==> src/rtl/pht_ctrl.sv <==
// rtl/pht_ctrl.sv - PHT SRAM controller: init sweep, predict lookups, queued 2-bit counter updates
// Lookups and update RMWs share the SRAM read port; a one-entry write buffer covers write-to-read latency.
module pht_ctrl #(
   parameter int unsigned          ADDR_WIDTH   = 8,
   parameter int unsigned          CTR_WIDTH    = 2,
   parameter logic [CTR_WIDTH-1:0] INIT_VAL     = 2'b01,
   parameter int unsigned          UPD_DEPTH    = 4,
   parameter int unsigned          STARVE_LIMIT = 8
) (
   input  logic                  clk,
   input  logic                  rst_n,
   input  logic                  pred_valid,
   input  logic [ADDR_WIDTH-1:0] pred_idx,
   output logic                  pred_ready,
   output logic                  pred_rsp_valid,
   output logic                  pred_taken,
   output logic [CTR_WIDTH-1:0]  pred_ctr,
   input  logic                  upd_valid,
   input  logic [ADDR_WIDTH-1:0] upd_idx,
   input  logic                  upd_taken,
   output logic                  upd_ready,
   output logic                  init_done,
   output logic                  sram_csb0,
   output logic [ADDR_WIDTH-1:0] sram_addr0,
   output logic [CTR_WIDTH-1:0]  sram_din0,
   output logic                  sram_csb1,
   output logic [ADDR_WIDTH-1:0] sram_addr1,
   input  logic [CTR_WIDTH-1:0]  sram_dout1
);

   localparam int unsigned PTR_W = $clog2(UPD_DEPTH);
   localparam int unsigned CNT_W = PTR_W + 1;
   localparam int unsigned STV_W = $clog2(STARVE_LIMIT + 1);

   typedef enum logic {ST_INIT, ST_RUN} state_e;

   state_e                                 state_q, state_d;
   logic [ADDR_WIDTH-1:0]                  init_idx_q, init_idx_d;
   logic [UPD_DEPTH-1:0][ADDR_WIDTH-1:0]   fifo_idx_q, fifo_idx_d;
   logic [UPD_DEPTH-1:0]                   fifo_tkn_q, fifo_tkn_d;
   logic [PTR_W-1:0]                       wr_ptr_q, wr_ptr_d;
   logic [PTR_W-1:0]                       rd_ptr_q, rd_ptr_d;
   logic [CNT_W-1:0]                       count_q, count_d;
   logic [STV_W-1:0]                       starve_q, starve_d;
   logic                                   rd_lookup_q, rd_lookup_d;
   logic                                   rd_rmw_q, rd_rmw_d;
   logic                                   rd_tkn_q, rd_tkn_d;
   logic [ADDR_WIDTH-1:0]                  rd_idx_q, rd_idx_d;
   logic                                   wbuf_valid_q, wbuf_valid_d;
   logic [ADDR_WIDTH-1:0]                  wbuf_idx_q, wbuf_idx_d;
   logic [CTR_WIDTH-1:0]                   wbuf_data_q, wbuf_data_d;
   logic [CTR_WIDTH-1:0]                   pred_ctr_q, pred_ctr_d;

   logic                  run, fifo_empty, fifo_full, starved;
   logic                  issue_rmw, issue_lookup, push;
   logic                  pred_ready_int, upd_ready_int, fwd_hit;
   logic [ADDR_WIDTH-1:0] head_idx;
   logic [CTR_WIDTH-1:0]  rdata, new_ctr, ctr_out;

   always_comb begin
      run            = (state_q == ST_RUN);
      fifo_empty     = (count_q == '0);
      fifo_full      = (count_q == CNT_W'(UPD_DEPTH));
      starved        = (starve_q == STV_W'(STARVE_LIMIT));
      head_idx       = fifo_idx_q[rd_ptr_q];
      issue_rmw      = run && !fifo_empty && (!pred_valid || starved);
      pred_ready_int = run && !(issue_rmw && starved);
      issue_lookup   = pred_valid && pred_ready_int;
      upd_ready_int  = run && !fifo_full;
      push           = upd_valid && upd_ready_int;

      // The write driven last cycle is not yet visible on dout1; take it from wbuf instead.
      fwd_hit = wbuf_valid_q && (wbuf_idx_q == rd_idx_q);
      rdata   = fwd_hit ? wbuf_data_q : sram_dout1;
      if (rd_tkn_q) new_ctr = (rdata == '1) ? rdata : rdata + CTR_WIDTH'(1);
      else          new_ctr = (rdata == '0) ? rdata : rdata - CTR_WIDTH'(1);

      state_d    = state_q;
      init_idx_d = init_idx_q;
      if (!run) begin
         init_idx_d = init_idx_q + ADDR_WIDTH'(1);
         if (init_idx_q == '1) state_d = ST_RUN;
      end

      fifo_idx_d = fifo_idx_q;
      fifo_tkn_d = fifo_tkn_q;
      wr_ptr_d   = wr_ptr_q;
      rd_ptr_d   = rd_ptr_q;
      if (push) begin
         fifo_idx_d[wr_ptr_q] = upd_idx;
         fifo_tkn_d[wr_ptr_q] = upd_taken;
         wr_ptr_d             = wr_ptr_q + PTR_W'(1);
      end
      if (issue_rmw) rd_ptr_d = rd_ptr_q + PTR_W'(1);
      count_d  = count_q + CNT_W'(push) - CNT_W'(issue_rmw);
      starve_d = (fifo_empty || issue_rmw) ? '0 : starve_q + STV_W'(1);

      rd_lookup_d  = issue_lookup;
      rd_rmw_d     = issue_rmw;
      rd_idx_d     = issue_rmw ? head_idx : pred_idx;
      rd_tkn_d     = fifo_tkn_q[rd_ptr_q];
      wbuf_valid_d = run && rd_rmw_q;
      wbuf_idx_d   = rd_idx_q;
      wbuf_data_d  = new_ctr;
      ctr_out      = rd_lookup_q ? rdata : pred_ctr_q;
      pred_ctr_d   = ctr_out;

      init_done      = run;
      upd_ready      = rst_n && upd_ready_int;
      pred_ready     = rst_n && pred_ready_int;
      pred_rsp_valid = rd_lookup_q;
      pred_ctr       = ctr_out;
      pred_taken     = ctr_out[CTR_WIDTH-1];
      sram_csb1      = !(rst_n && (issue_rmw || issue_lookup));
      sram_addr1     = issue_rmw ? head_idx : pred_idx;
      if (!run) begin
         sram_csb0  = !rst_n;
         sram_addr0 = init_idx_q;
         sram_din0  = INIT_VAL;
      end else begin
         sram_csb0  = !(rst_n && rd_rmw_q);
         sram_addr0 = rd_idx_q;
         sram_din0  = new_ctr;
      end
   end

   always_ff @(posedge clk) begin
      if (!rst_n) begin
         state_q      <= ST_INIT;
         init_idx_q   <= '0;
         fifo_idx_q   <= '0;
         fifo_tkn_q   <= '0;
         wr_ptr_q     <= '0;
         rd_ptr_q     <= '0;
         count_q      <= '0;
         starve_q     <= '0;
         rd_lookup_q  <= 1'b0;
         rd_rmw_q     <= 1'b0;
         rd_tkn_q     <= 1'b0;
         rd_idx_q     <= '0;
         wbuf_valid_q <= 1'b0;
         wbuf_idx_q   <= '0;
         wbuf_data_q  <= '0;
         pred_ctr_q   <= '0;
      end else begin
         state_q      <= state_d;
         init_idx_q   <= init_idx_d;
         fifo_idx_q   <= fifo_idx_d;
         fifo_tkn_q   <= fifo_tkn_d;
         wr_ptr_q     <= wr_ptr_d;
         rd_ptr_q     <= rd_ptr_d;
         count_q      <= count_d;
         starve_q     <= starve_d;
         rd_lookup_q  <= rd_lookup_d;
         rd_rmw_q     <= rd_rmw_d;
         rd_tkn_q     <= rd_tkn_d;
         rd_idx_q     <= rd_idx_d;
         wbuf_valid_q <= wbuf_valid_d;
         wbuf_idx_q   <= wbuf_idx_d;
         wbuf_data_q  <= wbuf_data_d;
         pred_ctr_q   <= pred_ctr_d;
      end
   end

endmodule
==> config.mk <==
export PLATFORM = sky130hd
export DESIGN_NAME = pht_ctrl
export DESIGN_NICKNAME = d
export VERILOG_FILES = /design/src/rtl/pht_ctrl.sv
export SDC_FILE = /design/constraint.sdc
export NUM_CORES = 1
export LEC_CHECK = 0
export ABC_AREA = 0
export CAP_MARGIN = 20
export CORE_MARGIN = 8
export CORE_UTILIZATION = 50
export CTS_CLUSTER_DIAMETER = 60
export DETAILED_ROUTE_END_ITERATION = 8
export GPL_TIMING_DRIVEN = 0
export PLACE_DENSITY = 0.84
export RECOVER_POWER = 50
export SLEW_MARGIN = 20
export SYNTH_ARGS = -nofsm -noshare
export SYNTH_HDL_FRONTEND = slang
export SYNTH_SLANG_ARGS = --single-unit
==> constraint.sdc <==
create_clock -name clk -period 2.7 [get_ports clk]
set_clock_uncertainty 0.2 [all_clocks]
set_input_delay 0.54 -clock clk [delete_from_list [all_inputs] [get_ports clk]]
set_output_delay 0.54 -clock clk [all_outputs]
set_load 0.02 [all_outputs]
==> flow_summary.json, run 1 <==
{
  "cap_viol_max_count": 0,
  "post-synth-top-area-cell": "sky130_fd_sc_hd__dfxtp_1",
  "routabilityCongestion": 0.8425,
  "final_critical_path_setup_slack_ns": -0.02726,
  "first_pass_grt_wire_length_mm": 14.45,
  "postSynthCellCount": 381,
  "powerDensity_nw_per_um2": 473.6,
  "max-slew-margin-rel": 0.6064,
  "cts_tree": "done",
  "regToRegStartpoint": "starve_q[1]",
  "crit_path_max_fanout": 3,
  "drt_iter0_drc": 187,
  "synth_seq_cells": 80,
  "route.final.wire_length_mm": 8.892,
  "vias_in_the_first_global_route": 3151,
  "clock_tree.root_cell": "sky130_fd_sc_hd__clkbuf_8",
  "seq_power_share": 0.564,
  "htree_num_levels": 3,
  "power.internal_mw": 1.640,
  "die_h_um": 100.3,
  "required_ns": 1.96,
  "hold_path_startpoint": "fifo_tkn_q[0]",
  "cp-startpoint": "rd_idx_q[2]",
  "post_synth_instance_area_um2": 3556,
  "max-clock-path-buffers": 2,
  "synth-warning-count": 0,
  "netlist-cell-type-count": 36,
  "fmax_ghz": 0.3667,
  "worstSetupEndpointType": "primary output",
  "synthArstFlopShare": 0,
  "filler_cell_count": 551,
  "power_switching_share": 0.2361,
  "crit_path_start_kind": "flip-flop",
  "floorplan.initialDensity": 0.5205,
  "wl_per_cell_um": 16.08,
  "initial_antenna_violation_count": 0,
  "cts-buffers-inserted": 9,
  "timing.final.hold_violations": 0,
  "crit_arrival_ns": 1.99,
  "fin_total_pwr_mw": 2.146,
  "run_status": "finished, violations left",
  "combPwrFrac": 0.077,
  "final_layout_size_suffix_gt1_frac": 0.2188,
  "drc": 0,
  "floorplan.die_area_um2": 10070,
  "grt_usage": 0.1817,
  "rrSetupSlack_ns": 0.11,
  "antenna_violating_nets_post_route": 0,
  "timing.final.setup_violations": 2,
  "p_switching_uw": 506.7,
  "violated_checks": "setup timing",
  "ant_cells": 0,
  "holdPathStages": 2,
  "synth_top_family_by_area": "simple AND/OR/NAND/NOR gates",
  "dr_total_vias": 2980,
  "synth.yosys.seq_area_share": 0.4504,
  "grt_overflow_total": 0,
  "critPathSlowestCell": "sky130_fd_sc_hd__dfxtp_2",
  "layout_worst_path_cycle_share": 1.010,
  "routed_via_density": 5.389,
  "worst_setup_hold_path_clk_slew_ns": 0.08,
  "path_class": "reg2out",
  "worstPathCellList": "xnor2_1 -> nand4_1 -> nor3_4 -> buf_6 -> mux2i_2 -> a21oi_1 -> buf_2",
  "p_leak_nw": 1.659,
  "number_of_enable_flip_flop_cells_after_synthesis": 0,
  "postSynthNetCount": 413,
  "timing_worst_slew_pin_value_ns": 0.5904,
  "rsz0062_at_grt": "yes",
  "grt_max_degree": 13,
  "detailed_routing_iteration_count_for_the_pre_antenna_repair_pass": 4,
  "reg2regPathDepth": 12,
  "clk_latency_ns": 0.34,
  "synth-adder-area-share": 0.03378,
  "max_stage_delay_ns": 0.34,
  "fin_hold_ws_ns": 0.2557,
  "post_synth_mux_area_share": 0.1260,
  "numPortBuffers": 49,
  "ys_dominant_reg_cell": "sky130_fd_sc_hd__dfxtp_1",
  "rows": 30,
  "synthToLayoutAreaGrowth_pct": 27.45,
  "synthXorXnorAreaFrac": 0.04926,
  "worstHoldPathType": "reg2reg",
  "shortest_period_the_worst_path_allows_ns": 2.727,
  "yosys-top-cells-area": "sky130_fd_sc_hd__dfxtp_1 (45%), sky130_fd_sc_hd__a21oi_1 (6.1%), sky130_fd_sc_hd__nand3_1 (5.9%)",
  "worst_r2r_endpoint": "count_q[2]",
  "final-max-slew-violation-count": 0,
  "synth_compound_gate_area_share": 0.08832,
  "power.ir.vdd_worst_mv": 0.3115,
  "finish.net_count": 484,
  "detailedPlacementHpwl_mm": 6.280,
  "io_pins": 50,
  "basic_gate_share_of_the_synthesized_area_counting_and_or_nand_and_nor_cells": 0.2146,
  "post_synth.cell_area_avg_um2": 9.333,
  "synth_largest_type_area_fraction": 0.4504,
  "coreArea_um2": 6832,
  "worstHoldEndpoint": "fifo_tkn_q[0]",
  "die_w_um": 100.3,
  "cts_sinks": 80,
  "power.clock.fraction": 0.358
}
[what timing repair did]
action | in CTS | in global routing
buffers inserted | 9 | 3
gates resized for setup | 89 | 19
endpoints found under the setup margin | 23 | 16
cloned | 0 | 0
hold buffers | 0 | 0
pin swaps | 6 | 7
[synthesized netlist by cell type, drive strengths merged, types with 2 or more instances]
library cell,count
a211oi,3
a21oi,44
and2,20
buf,10
clkbuf,11
dfxtp,80
ha,8
inv,8
mux2,15
mux2i,5
mux4,9
nand2,52
nand3,42
nand4,2
nor2,28
nor2b,2
nor3,3
o21ai,8
or3,4
xnor2,14
xor2,6
[per-layer routing]
| metal | share of wire | track usage | up-vias |
|---|---|---|---|
| met5 | 0 | 0 | - |
| met4 | 0.020 | 0.08605 | 0 |
| met3 | 0.069 | 0.03599 | 22 |
| met2 | 0.51 | 0.3272 | 113 |
| met1 | 0.40 | 0.1993 | 1405 |
| li1 | - | - | 1440 |
[worst max path at each step]
stage | to | cells past startpoint | slack (ns)
2_1_floorplan | count_q[2] | 10 | 0.24
3_3_place_gp | sram_addr1[3] | 5 | -0.51
3_5_place_dp | sram_addr1[3] | 5 | -0.54
4_1_cts | sram_din0[1] | 6 | -0.06
5_1_grt | pred_ctr[1] | 7 | -0.12
6_report | pred_ctr[0] | 7 | -0.03
[layout make-up]
type	instances	area, um2	area share
clock inverter	3	17.52	0.003865
clock buffer	13	148.9	0.03285
tap	96	120.1	0.02650
multi-input combinational	272	1906	0.4205
buffer	20	112.6	0.02485
inverter	8	30.03	0.006626
timing repair buffer	61	584.3	0.1289
sequential	80	1613	0.3559
[power by group through the flow]
stage | Clock, mW | Combinational (mW) | Sequential [mW]
2_1_floorplan | 0 | 0.0756 | 1.23
3_3_place_gp | 0 | 0.153 | 1.23
3_5_place_dp | 0 | 0.155 | 1.24
4_1_cts | 0.778 | 0.162 | 1.21
5_1_grt | 0.834 | 0.177 | 1.21
6_report | 0.769 | 0.166 | 1.21
[logic make-up after synthesis]
kind of cell | count (synthesis)
and+or+nand+nor | 157
DFF | 80
AOI/OAI and AO/OA | 57
buffers and inverters | 29
muxes | 29
xor gates and xnor gates | 20
adders and majority gates | 9
[placed cells by master (no fill, tap or decap), drive strengths merged, types with 9 or more instances in the layout]
master and count:
dfxtp 80, nand2 52, a21oi 44, nand3 42
buf 30, nor2 28, clkdlybuf4s50 26, clkbuf 26
and2 20, mux2 15, xnor2 14, mux4 9
[state kept, by name, indices dropped and copies added (netlist names)]
register / count
wbuf_valid_q: 1
wbuf_idx_q: 8
wbuf_data_q: 2
pred_ctr_q: 2
wr_ptr_q: 2
starve_q: 4
fifo_tkn_q: 4
init_done: 1
rd_idx_q: 8
rd_rmw_q: 1
init_idx_q: 8
rd_ptr_q: 2
count_q: 3
pred_rsp_valid: 1
rd_tkn_q: 1
fifo_idx_q: 32
[metrics by stage]
stage | instances | cell area [um2] | TNS (ns) | setup WS [ns] | util
after floorplan | 381 | 3556 | 0 | 0.2433 | -
after global placement | 526 | 4167 | -4.991 | -0.5092 | 0.6099
after detailed placement | 526 | 4167 | -5.319 | -0.5372 | 0.6099
after CTS | 550 | 4467 | -0.1116 | -0.06301 | 0.6538
after global routing | 553 | 4532 | -0.8664 | -0.1180 | 0.6634
final | 553 | 4532 | -0.04741 | -0.02726 | 0.6634
[critical path: cells and delay by family, from the launching register on]
| family | cells | cell delay [ns] |
|---|---|---|
| AO/OA/AOI/OAI | 1 | 0.09 |
| multiplexers | 1 | 0.24 |
| AND/OR/NAND/NOR | 2 | 0.51 |
| flip-flops | 1 | 0.34 |
| buffers and inverters | 2 | 0.33 |
| XOR/XNOR | 1 | 0.14 |
No activity file was read; power rests on OpenSTA's default activity.
==> run 2, diff against run 1 <==
--- a/config.mk
+++ b/config.mk
@@ -10,6 +10,7 @@
 export CORE_MARGIN = 8
 export CORE_UTILIZATION = 50
 export CTS_CLUSTER_DIAMETER = 60
+export CTS_CLUSTER_SIZE = 24
 export DETAILED_ROUTE_END_ITERATION = 8
 export GPL_TIMING_DRIVEN = 0
 export PLACE_DENSITY = 0.84
==> results of run 2 <==
The final DEF is identical to that of run 1; final timing and power are the same.
==> run 3, diff against run 2 <==
--- a/config.mk
+++ b/config.mk
@@ -15,6 +15,7 @@
 export GPL_TIMING_DRIVEN = 0
 export PLACE_DENSITY = 0.84
 export RECOVER_POWER = 50
+export REMOVE_ABC_BUFFERS = 1
 export SLEW_MARGIN = 20
 export SYNTH_ARGS = -nofsm -noshare
 export SYNTH_HDL_FRONTEND = slang
==> run 3 against run 2 <==
Effect of this change:
- the flow now finishes without violations
- utilization shrank 0.13 points
- clock power grew 28%
- non-clock buffer count shrank 21
- combinational power is essentially flat
- total power grew 10%
- critical path depth is the same
- worst setup slack gained 0.029 ns
- first-iteration DRC count shrank 11%
- cell count shrank 3.8%
- cell area shrank 0.19%
- critical path type unchanged
==> flow_summary.json, run 3 (same netlist as run 1, synthesis figures left out) <==
{
  "run_status": "complete, no violations",
  "io_pins": 50,
  "max-clock-path-buffers": 2,
  "fmax_ghz": 0.3705,
  "max_stage_delay_ns": 0.36,
  "combPwrFrac": 0.069,
  "drc": 0,
  "worst_path_dominant_cell_family": "simple AND/OR/NAND/NOR gates",
  "ant_cells": 0,
  "power.clock.fraction": 0.418,
  "timing_worst_slew_pin_value_ns": 0.9312,
  "grt_overflow_total": 0,
  "power.internal_mw": 1.830,
  "finish.instance_area_um2": 4523,
  "worstPathCellList": "xnor2_2 -> nand4_1 -> nor3_4 -> buf_6 -> mux2i_4 -> a21oi_2 -> buf_6",
  "critPathSlowestCell": "sky130_fd_sc_hd__dfxtp_4",
  "crit_path_max_fanout": 3,
  "pre_cts_ws_ns": -0.7945,
  "crit_arrival_ns": 1.96,
  "seq_power_share": 0.513,
  "largest_register_ffs": 32,
  "vias_in_the_first_global_route": 2813,
  "dr_total_vias": 2884,
  "grt_usage": 0.1712,
  "final_core_util": 0.6621,
  "final_layout_size_suffix_gt1_frac": 0.2179,
  "powerDensity_nw_per_um2": 521.8,
  "rows": 30,
  "fin_hold_ws_ns": 0.2574,
  "cts_hold_buf": 0,
  "wl_per_cell_um": 15.70,
  "routabilityCongestion": 0.7712,
  "grt_max_degree": 56,
  "crit_path_start_kind": "flip-flop",
  "power_switching_share": 0.2246,
  "htree_num_levels": 3,
  "filler_cell_count": 520,
  "cts_tree": "done",
  "first_pass_grt_wire_length_mm": 13.52,
  "coreArea_um2": 6832,
  "fin_cells": 532,
  "timing.final.setup_violations": 0,
  "use_met1": 0.1866,
  "use_met2": 0.2969,
  "worstHoldPathType": "reg2reg",
  "path_common_cell": "sky130_fd_sc_hd__buf_6",
  "timing.final.hold_violations": 0,
  "cts-buffers-inserted": 9,
  "floorplan.initialDensity": 0.5205,
  "regMostFlops": "fifo_idx_q",
  "power.ir.vdd_worst_mv": 0.3349,
  "cap_viol_max_count": 0,
  "finish.net_count": 463,
  "fin_total_pwr_mw": 2.360,
  "rsz0062_at_grt": "yes",
  "numPortBuffers": 49,
  "worstSetupEndpointType": "primary output",
  "p_leak_nw": 1.626,
  "detailed_routing_iteration_count_for_the_pre_antenna_repair_pass": 4,
  "die_w_um": 100.3,
  "dp_cells": 506,
  "required_ns": 1.96,
  "worst_setup_hold_path_clk_slew_ns": 0.08,
  "shortest_period_the_worst_path_allows_ns": 2.699,
  "final-max-slew-violation-count": 0,
  "mostFrequentLayoutCell": "sky130_fd_sc_hd__dfxtp_1",
  "initial_antenna_violation_count": 0,
  "synthToLayoutAreaGrowth_pct": 27.20,
  "max-slew-margin-rel": 0.3783,
  "grtUsageMet3": 0.05260,
  "routed_via_density": 5.421,
  "drt_iter0_drc": 166,
  "detailed_place.area_um2": 4098,
  "clk_latency_ns": 0.35,
  "final_critical_path_setup_slack_ns": 0.001259,
  "die_h_um": 100.3,
  "detailedPlacementHpwl_mm": 5.378,
  "top_usage_layer": "met2",
  "layout_worst_path_cycle_share": 0.9995,
  "path_class": "reg2out",
  "worstPathBufferInverterCount": 2,
  "layout.cells.most_common_list": "sky130_fd_sc_hd__dfxtp_1 (68), sky130_fd_sc_hd__nand2_1 (52), sky130_fd_sc_hd__a21oi_1 (41), sky130_fd_sc_hd__nand3_1 (41), sky130_fd_sc_hd__clkdlybuf4s50_1 (32)",
  "clock_tree.root_cell": "sky130_fd_sc_hd__clkbuf_8",
  "setup_tns_ns": 0,
  "route.final.wire_length_mm": 8.350,
  "p_switching_uw": 530.0,
  "antenna_violating_nets_post_route": 0,
  "cts_sinks": 80,
  "floorplan.die_area_um2": 10070
}
run 3: changes by cell type in the layout (fill, tap and decap cells not counted), moves of 3 or more:
cell                              change
sky130_fd_sc_hd__dlygate4sd2_1        -7
sky130_fd_sc_hd__clkdlybuf4s50_1      +6
sky130_fd_sc_hd__buf_2                -4
sky130_fd_sc_hd__and2_1               +5
sky130_fd_sc_hd__buf_4                -5
sky130_fd_sc_hd__dfxtp_1              -3
sky130_fd_sc_hd__dfxtp_4              +4
sky130_fd_sc_hd__and2_0               -5
sky130_fd_sc_hd__clkbuf_1            -13
sky130_fd_sc_hd__buf_6                +3
run 3: path summary, 6_finish.rpt:
path	startpoint	endpoint	slack, ns	cells past startpoint
worst max-delay path	rd_idx_q[5]	pred_ctr[0]	0.001	7
worst min-delay path	fifo_idx_q[11]	fifo_idx_q[11]	0.26	2
worst max register to register	starve_q[1]	count_q[2]	0.26	11
worst min register to register	fifo_idx_q[11]	fifo_idx_q[11]	0.26	2
run 3: worst register-to-register path, delay by kind of cell (launching register included):
family                   cells  cell delay (ns)
AO/OA/AOI/OAI                1             0.27
XOR/XNOR                     3             0.37
adder cells (fa/ha/maj)      3             0.72
buffers and inverters        2             0.24
flip-flops                   1             0.33
AND/OR/NAND/NOR              2             0.14
run 3: repair_timing:
| action | CTS | global route |
|---|---|---|
| endpoints found under the setup margin | 27 | 16 |
| cloned | 1 | 0 |
| buffers inserted | 9 | 2 |
| resized for setup | 91 | 26 |
| pin swaps | 8 | 10 |
run 3: layout make-up:
class,instances,area [um2],area share
Clock buffer,10,137.6,0.03043
Clock inverter,6,90.09,0.01992
Inverter,8,30.03,0.006639
Multi-Input combinational cell,272,1912,0.4227
Sequential cell,80,1627,0.3596
Tap cell,96,120.1,0.02656
Timing Repair Buffer,60,606.8,0.1342
run 3: metal layers:
layer,vias to the layer above,part of all wire
li1,1408,-
met1,1374,0.40
met2,91,0.52
met3,11,0.060
met4,0,0.012
met5,-,0
run 3: power groups by stage:
stage / Sequential (mW) / Clock (mW) / Combinational, mW
finish: 1.21 / 0.987 / 0.163
global route: 1.21 / 1.07 / 0.174
CTS: 1.21 / 1.01 / 0.155
detailed placement: 1.24 / 0 / 0.149
global placement: 1.24 / 0 / 0.146
floorplan: 1.23 / 0 / 0.0711
